[config.mk]
export PLATFORM = sky130hd
export DESIGN_NAME = internal_flash_reader_flat
export DESIGN_NICKNAME = d
export VERILOG_FILES = /design/src/rtl/internal_flash_reader_if.sv /design/src/rtl/internal_flash_reader.sv /design/src/flat_wrapper.sv
export SDC_FILE = /design/constraint.sdc
export NUM_CORES = 1
export LEC_CHECK = 0
export CORE_MARGIN = 3
export CORE_UTILIZATION = 40
export DETAILED_ROUTE_END_ITERATION = 16
export HOLD_SLACK_MARGIN = 0.08
export PLACE_DENSITY_LB_ADDON = 0.1
export SYNTH_ARGS = -nofsm -noshare
export SYNTH_HDL_FRONTEND = slang
export SYNTH_SLANG_ARGS = --single-unit
[constraint.sdc]
create_clock -name clock -period 1.8 [get_ports clock]
set_input_delay 0.54 -clock clock [delete_from_list [all_inputs] [get_ports clock]]
set_output_delay 0.54 -clock clock [all_outputs]
set_load 0.05 [all_outputs]
[src/rtl/internal_flash_reader_if.sv]
// Port bundles for the flash reader: the CPU-socket host side and the Avalon-MM
// data port of the on-chip flash wrapper.

// Host side: host_rd is a one-cycle strobe taken only while host_busy is low;
// host_rvalid pulses once per accepted strobe with host_rdata valid in that cycle.
interface flash_host_if #(
    parameter int ADDR_W = 14
);
    logic              host_rd;
    logic [ADDR_W-1:0] host_addr;
    logic              invalidate;
    logic              host_busy;
    logic              host_rvalid;
    logic [7:0]        host_rdata;

    modport master (
        output host_rd, host_addr, invalidate,
        input  host_busy, host_rvalid, host_rdata
    );
    modport slave (
        input  host_rd, host_addr, invalidate,
        output host_busy, host_rvalid, host_rdata
    );
endinterface

// Flash side: a read request is accepted on the first edge where read=1 and
// waitrequest=0; the slave then returns burstcount beats, one per readdatavalid.
interface flash_avmm_if #(
    parameter int WORD_W = 12
);
    logic [WORD_W-1:0] avmm_data_addr;
    logic              avmm_data_read;
    logic [3:0]        avmm_data_burstcount;
    logic              avmm_data_waitrequest;
    logic [31:0]       avmm_data_readdata;
    logic              avmm_data_readdatavalid;

    modport master (
        output avmm_data_addr, avmm_data_read, avmm_data_burstcount,
        input  avmm_data_waitrequest, avmm_data_readdata, avmm_data_readdatavalid
    );
    modport slave (
        input  avmm_data_addr, avmm_data_read, avmm_data_burstcount,
        output avmm_data_waitrequest, avmm_data_readdata, avmm_data_readdatavalid
    );
endinterface

[src/rtl/internal_flash_reader.sv]
// Byte reader for the MAX10 UFM data port: single-byte host reads are served
// from a one-line buffer that is refilled by aligned Avalon-MM bursts.
module internal_flash_reader #(
    parameter int BURST_LEN = 4,
    parameter int ADDR_W    = 14
) (
    input  logic               clock,
    input  logic               reset_n,
    flash_host_if.slave        host,
    flash_avmm_if.master       avmm,
    output logic [1:0]         dbg_state
);
    localparam int WORD_W = ADDR_W - 2;
    localparam int IDX_W  = (BURST_LEN > 1) ? $clog2(BURST_LEN) : 1;
    localparam logic [WORD_W-1:0] OFF_MASK = WORD_W'(BURST_LEN - 1);

    typedef enum logic [1:0] {IDLE, ISSUE, FILL, RESPOND} state_t;

    state_t            state_q, state_d;
    logic              busy_q, busy_d;
    logic              rvalid_q, rvalid_d;
    logic              read_q, read_d;
    logic              valid_q, valid_d;
    logic              inv_pend_q, inv_pend_d;
    logic [7:0]        rdata_q, rdata_d;
    logic [WORD_W-1:0] avmm_addr_q, avmm_addr_d;
    logic [WORD_W-1:0] tag_q, tag_d;
    logic [ADDR_W-1:0] req_addr_q, req_addr_d;
    logic [3:0]        beat_q, beat_d;
    logic [31:0]       buf_q [BURST_LEN];
    logic [31:0]       buf_d [BURST_LEN];

    logic [WORD_W-1:0] host_word, host_tag, req_word;
    logic [IDX_W-1:0]  host_off, req_off, beat_idx;
    logic              hit;

    function automatic logic [7:0] lane_byte(input logic [31:0] w, input logic [1:0] lane);
        logic [7:0] b;
        case (lane)
            2'd0:    b = w[7:0];
            2'd1:    b = w[15:8];
            2'd2:    b = w[23:16];
            default: b = w[31:24];
        endcase
        return b;
    endfunction

    assign host_word = host.host_addr[ADDR_W-1:2];
    assign host_tag  = host_word & ~OFF_MASK;
    assign host_off  = IDX_W'(host_word & OFF_MASK);
    assign req_word  = req_addr_q[ADDR_W-1:2];
    assign req_off   = IDX_W'(req_word & OFF_MASK);
    assign beat_idx  = IDX_W'(beat_q);
    assign hit       = valid_q && (tag_q == host_tag);

    always_comb begin
        state_d     = state_q;
        busy_d      = busy_q;
        rvalid_d    = rvalid_q;
        read_d      = read_q;
        valid_d     = valid_q;
        inv_pend_d  = inv_pend_q;
        rdata_d     = rdata_q;
        avmm_addr_d = avmm_addr_q;
        tag_d       = tag_q;
        req_addr_d  = req_addr_q;
        beat_d      = beat_q;
        buf_d       = buf_q;

        case (state_q)
            IDLE: begin
                if (host.host_rd) begin
                    // A coincident invalidate turns a would-be hit into a refill.
                    if (hit && !host.invalidate) begin
                        rdata_d  = lane_byte(buf_q[host_off], host.host_addr[1:0]);
                        rvalid_d = 1'b1;
                        busy_d   = 1'b1;
                        state_d  = RESPOND;
                    end else begin
                        req_addr_d  = host.host_addr;
                        avmm_addr_d = host_tag;
                        read_d      = 1'b1;
                        busy_d      = 1'b1;
                        beat_d      = '0;
                        inv_pend_d  = 1'b0;
                        state_d     = ISSUE;
                    end
                end
                if (host.invalidate || (host.host_rd && !hit)) begin
                    valid_d = 1'b0;
                end
            end

            ISSUE, FILL: begin
                if (host.invalidate) begin
                    inv_pend_d = 1'b1;
                end
                if (state_q == ISSUE && !avmm.avmm_data_waitrequest) begin
                    read_d  = 1'b0;
                    state_d = FILL;
                end
                if (avmm.avmm_data_readdatavalid) begin
                    buf_d[beat_idx] = avmm.avmm_data_readdata;
                    beat_d          = beat_q + 4'd1;
                    if (beat_q == 4'(BURST_LEN - 1)) begin
                        // The requested word may be the beat arriving right now.
                        rdata_d  = lane_byte((beat_idx == req_off) ? avmm.avmm_data_readdata
                                                                   : buf_q[req_off],
                                             req_addr_q[1:0]);
                        valid_d  = !(inv_pend_q || host.invalidate);
                        tag_d    = avmm_addr_q;
                        rvalid_d = 1'b1;
                        read_d   = 1'b0;
                        state_d  = RESPOND;
                    end
                end
            end

            default: begin
                rvalid_d = 1'b0;
                busy_d   = 1'b0;
                state_d  = IDLE;
                if (host.invalidate) begin
                    valid_d = 1'b0;
                end
            end
        endcase
    end

    always_ff @(posedge clock or negedge reset_n) begin
        if (!reset_n) begin
            state_q     <= IDLE;
            busy_q      <= 1'b0;
            rvalid_q    <= 1'b0;
            read_q      <= 1'b0;
            valid_q     <= 1'b0;
            inv_pend_q  <= 1'b0;
            rdata_q     <= '0;
            avmm_addr_q <= '0;
            tag_q       <= '0;
            req_addr_q  <= '0;
            beat_q      <= '0;
            for (int i = 0; i < BURST_LEN; i++) begin
                buf_q[i] <= '0;
            end
        end else begin
            state_q     <= state_d;
            busy_q      <= busy_d;
            rvalid_q    <= rvalid_d;
            read_q      <= read_d;
            valid_q     <= valid_d;
            inv_pend_q  <= inv_pend_d;
            rdata_q     <= rdata_d;
            avmm_addr_q <= avmm_addr_d;
            tag_q       <= tag_d;
            req_addr_q  <= req_addr_d;
            beat_q      <= beat_d;
            buf_q       <= buf_d;
        end
    end

    assign host.host_busy            = busy_q;
    assign host.host_rvalid          = rvalid_q;
    assign host.host_rdata           = rdata_q;
    assign avmm.avmm_data_addr       = avmm_addr_q;
    assign avmm.avmm_data_read       = read_q;
    assign avmm.avmm_data_burstcount = 4'(BURST_LEN);
    assign dbg_state                 = state_q;
endmodule

[src/flat_wrapper.sv]
// flat-port wrapper written by rule: the top's interface ports become plain ports
module internal_flash_reader_flat 
#(
    parameter int BURST_LEN = 4,
    parameter int ADDR_W    = 14
)
  (clock, reset_n, dbg_state, host_host_rd, host_host_addr, host_invalidate, host_host_busy, host_host_rvalid, host_host_rdata, avmm_avmm_data_addr, avmm_avmm_data_read, avmm_avmm_data_burstcount, avmm_avmm_data_waitrequest, avmm_avmm_data_readdata, avmm_avmm_data_readdatavalid);
  flash_host_if #(.ADDR_W(ADDR_W)) host_i ();
  flash_avmm_if #(.WORD_W(12)) avmm_i ();
  input  logic clock;
  input  logic reset_n;
  output logic [1:0] dbg_state;
  input wire logic [$bits(host_i.host_rd)-1:0] host_host_rd;
  input wire logic [$bits(host_i.host_addr)-1:0] host_host_addr;
  input wire logic [$bits(host_i.invalidate)-1:0] host_invalidate;
  output wire logic [$bits(host_i.host_busy)-1:0] host_host_busy;
  output wire logic [$bits(host_i.host_rvalid)-1:0] host_host_rvalid;
  output wire logic [$bits(host_i.host_rdata)-1:0] host_host_rdata;
  output wire logic [$bits(avmm_i.avmm_data_addr)-1:0] avmm_avmm_data_addr;
  output wire logic [$bits(avmm_i.avmm_data_read)-1:0] avmm_avmm_data_read;
  output wire logic [$bits(avmm_i.avmm_data_burstcount)-1:0] avmm_avmm_data_burstcount;
  input wire logic [$bits(avmm_i.avmm_data_waitrequest)-1:0] avmm_avmm_data_waitrequest;
  input wire logic [$bits(avmm_i.avmm_data_readdata)-1:0] avmm_avmm_data_readdata;
  input wire logic [$bits(avmm_i.avmm_data_readdatavalid)-1:0] avmm_avmm_data_readdatavalid;
  assign host_i.host_rd = host_host_rd;
  assign host_i.host_addr = host_host_addr;
  assign host_i.invalidate = host_invalidate;
  assign host_host_busy = host_i.host_busy;
  assign host_host_rvalid = host_i.host_rvalid;
  assign host_host_rdata = host_i.host_rdata;
  assign avmm_avmm_data_addr = avmm_i.avmm_data_addr;
  assign avmm_avmm_data_read = avmm_i.avmm_data_read;
  assign avmm_avmm_data_burstcount = avmm_i.avmm_data_burstcount;
  assign avmm_i.avmm_data_waitrequest = avmm_avmm_data_waitrequest;
  assign avmm_i.avmm_data_readdata = avmm_avmm_data_readdata;
  assign avmm_i.avmm_data_readdatavalid = avmm_avmm_data_readdatavalid;
  internal_flash_reader #(.BURST_LEN(BURST_LEN), .ADDR_W(ADDR_W)) u_core (.clock(clock), .reset_n(reset_n), .host(host_i), .avmm(avmm_i), .dbg_state(dbg_state));
endmodule
==> flow_metrics.py <==
metrics = {
    "status": {
        "status": "finished, violations left",
        "failed_checks": "setup timing",
    },
    "power": {
        "p_switching_mw": 8.59,
        "power.internal_mw": 14.6,
        "seq_power_share": 0.299,
        "ir_worst_vdd_uv": 696,
        "clock_power_share": 0.165,
        "power.leakage_nw": 5.78,
        "pwr-share-comb": 0.535,
        "p_sw_frac": 0.371,
        "powerDensity_nw_per_um2": 1790,
    },
    "yosys": {
        "async_reset_ff_frac": 1.00,
        "synth_mux_area_frac": 0.369,
        "synth_compound_area_frac": 0.0686,
        "synth_top_area_frac": 0.454,
        "synth_area_leader_cell": "dfrtp_1",
        "netlist_instances": 676,
        "synth_seq_area_share": 0.454,
        "synthXorXnorAreaFrac": 0.0146,
        "synthAdderAreaFrac": 0.00929,
        "ys.flop_type": "dfrtp_1",
        "ys_types": 61,
        "synth_top_family_by_area": "multiplexers",
        "ys_ff_latch": 171,
        "synth.area.top_cells": "dfrtp_1 45%, mux2_2 18%, mux4_2 11%, mux2i_1 3.3%, mux4_1 2.5%",
        "synth.cell_area_sq_um": 9430,
        "synthSimpleGateAreaFrac": 0.0480,
        "synth_area_per_cell_sq_um": 13.9,
        "synth_edf_count": 0,
        "ys.warnings.count": 0,
    },
    "global_route": {
        "grt_pass1_wl_mm": 42.8,
        "overflow": 0,
        "grt_pass1_vias": 7202,
        "antenna_found_initial": 0,
        "grt_max_degree": 43,
        "grt_usage": 0.218,
    },
    "cts": {
        "cts.sinks": 171,
        "clk_pin_slew_ps": 70,
        "cts_tree": "built",
        "cts_buffer_depth": 2,
        "root_buffer": "clkbuf_16",
        "cts_made_buffers": 17,
        "clock_latency_ps": 440,
        "h-tree-depth": 4,
    },
    "floorplanning": {
        "coreArea_sq_um": 22900,
        "start_util": 0.411,
        "die_w_um": 160,
        "die-area_sq_um": 25500,
        "die_y_um": 160,
        "ios": 81,
        "rows": 55,
    },
    "drt": {
        "wirelength_mm": 27.6,
        "first_pass_iters": 5,
        "via_per_inst": 5.68,
        "vias": 6752,
        "ant_nets": 0,
        "wl_per_cell_um": 23.2,
        "drt_iter0_drc": 508,
        "drc": 0,
    },
    "placement": {
        "gp_congestion": 0.854,
        "placed_area_sq_um": 11900,
        "place_ws_ps": -935,
        "place_hpwl_mm": 19.4,
        "portBuffers": 74,
    },
    "setup_path": {
        "end_kind": "flip-flop",
        "worstPathCellList": "clkdlybuf4s50_1 > buf_12 > mux4_2 > mux2_2 > a211oi_2 > o31ai_2",
        "cp_num_buf_inv": 2,
        "cp_top_family": "buffers and inverters",
        "worstPathArrival_ps": 2260,
        "r2r-start": "u_core.req_addr_q[3]",
        "cp.required_ps": 2110,
        "r2r.worst_path.cells": 7,
        "crit_slowest_cell": "clkdlybuf4s50_1",
        "path_class": "in -> reg",
        "start_kind": "input pin",
        "max_stage_delay_ps": 500,
        "r2r_setup_slack_ps": -140,
        "regToRegEndpoint": "u_core.host.host_rdata[2]",
        "cp_max_fo": 18,
    },
    "timing": {
        "holdWs_ps": 525,
        "period_minus_slack_ps": 1950,
        "worst_clock_skew_ps": 10.1,
        "fin_ws_ps": -150,
        "hold_viol": 0,
        "rsz0062_at_grt": "true",
        "period_share": 1.08,
        "fmax_mhz": 513,
        "report.final.slew_viol_count": 0,
        "setup-violations-final": 23,
        "fin_tns_setup_ps": -2290,
    },
    "layout": {
        "design_area_sq_um": 13000,
        "final_cell_mix": "162 x dfrtp_1, 136 x mux2_2, 108 x buf_4",
        "final_nets": 923,
        "seqCellArea_sq_um": 4290,
        "fill_cells": 1844,
        "syn_to_final_growth_pct": 37.6,
        "final_common_cell": "dfrtp_1",
        "multi_input_area_sq_um": 5310,
        "drive_gt1_frac": 0.545,
        "final_util": 0.566,
        "diodes": 0,
    },
    "worst_hold_path": {
        "worstHoldStart": "u_core.buf_q[102]",
        "min_path_type": "reg -> reg",
        "hold_path_depth": 1,
        "holdPathEnd": "u_core.buf_q[102]",
    },
    "run": {
        "max_cap_viol_count": 0,
    },
}
==> logic make-up after synthesis <==
kind of cell             count (synthesis)
XOR/XNOR                                14
other                                    2
AO/OA/AOI/OAI                           87
adder cells (fa/ha/maj)                  7
buffers and inverters                   59
multiplexers                           253
flip-flops                             171
AND/OR/NAND/NOR                         83
==> state kept, by name, summed over array words and instances (netlist names) <==
name                        flops
u_core.avmm.avmm_data_addr     10
u_core.avmm.avmm_data_read      1
u_core.beat_q                   4
u_core.buf_q                  128
u_core.dbg_state                2
u_core.host.host_busy           1
u_core.host.host_rdata          8
u_core.host.host_rvalid         1
u_core.inv_pend_q               1
u_core.req_addr_q               4
u_core.tag_q                   10
u_core.valid_q                  1
==> worst max-delay path by stage <==
stage,startpoint,endpoint,depth (start not counted)
CTS,u_core.req_addr_q[2],u_core.host.host_rdata[2],7
global placement,host_host_addr[4],u_core.host.host_rdata[6],6
floorplan,host_host_addr[8],u_core.avmm.avmm_data_addr[10],6
global route,u_core.tag_q[2],u_core.host.host_rdata[0],5
detailed placement,host_host_addr[10],u_core.host.host_rdata[5],6
finish,host_host_addr[0],u_core.host.host_rdata[2],6
==> power by group through the flow <==
| stage | Clock, mW | Sequential [mW] | Combinational [mW] |
|---|---|---|---|
| after floorplan | 0 | 7.17 | 6.66 |
| after global placement | 0 | 6.79 | 11.1 |
| after detailed placement | 0 | 6.93 | 11.3 |
| after CTS | 3.90 | 6.87 | 12.0 |
| after global routing | 4.07 | 7.13 | 13.1 |
| final | 3.83 | 6.94 | 12.4 |
==> worst register-to-register path, stage by stage, from the launching register on <==
cell	delay, ps
dfrtp_2	370
buf_12	170
mux4_2	510
nor2b_1	160
nor4_2	70
nor4b_2	320
buf_4	170
o31ai_2	60
==> synthesized netlist by cell type (10+ instances only) <==
| library cell | number |
|---|---|
| a211oi_1 | 10 |
| buf_2 | 12 |
| clkbuf_1 | 16 |
| dfrtp_1 | 171 |
| mux2_1 | 14 |
| mux2_2 | 152 |
| mux2i_1 | 31 |
| mux4_2 | 46 |
| nand2_1 | 19 |
| nor2_1 | 10 |
| nor3_1 | 15 |
| o21ai_0 | 22 |
| xnor2_1 | 12 |
==> routing by layer <==
| layer | GRT usage | share of wire |
|---|---|---|
| met5 | 0 | 0 |
| met4 | 0.0716 | 0.023 |
| met3 | 0.0427 | 0.045 |
| met2 | 0.363 | 0.50 |
| met1 | 0.289 | 0.43 |
==> per-stage QoR <==
stage / cells / power [mW]
global placement: 1133 / 17.9
global route: 1189 / 24.3
detailed placement: 1133 / 18.3
floorplan: 680 / 13.8
CTS: 1183 / 22.8
finish: 1189 / 23.2
==> cell type report <==
type                       instances  share of cell area
inverter                           7             0.00280
clock inverter                    12              0.0128
timing repair buffer             216               0.181
tap                              313              0.0302
clock buffer                      19              0.0334
sequential                       171               0.331
multi-input combinational        451               0.409
==> repair_timing <==
item / CTS / global route
setup buffers: 18 / 7
pin swaps: 15 / 19
hold buffers: 1 / 0
endpoints found under the setup margin: 31 / 42
gates cloned: 1 / 1
resized for setup: 42 / 51
hold endpoints to repair: 37 / 0
No activity file was read; power rests on OpenSTA's default activity.
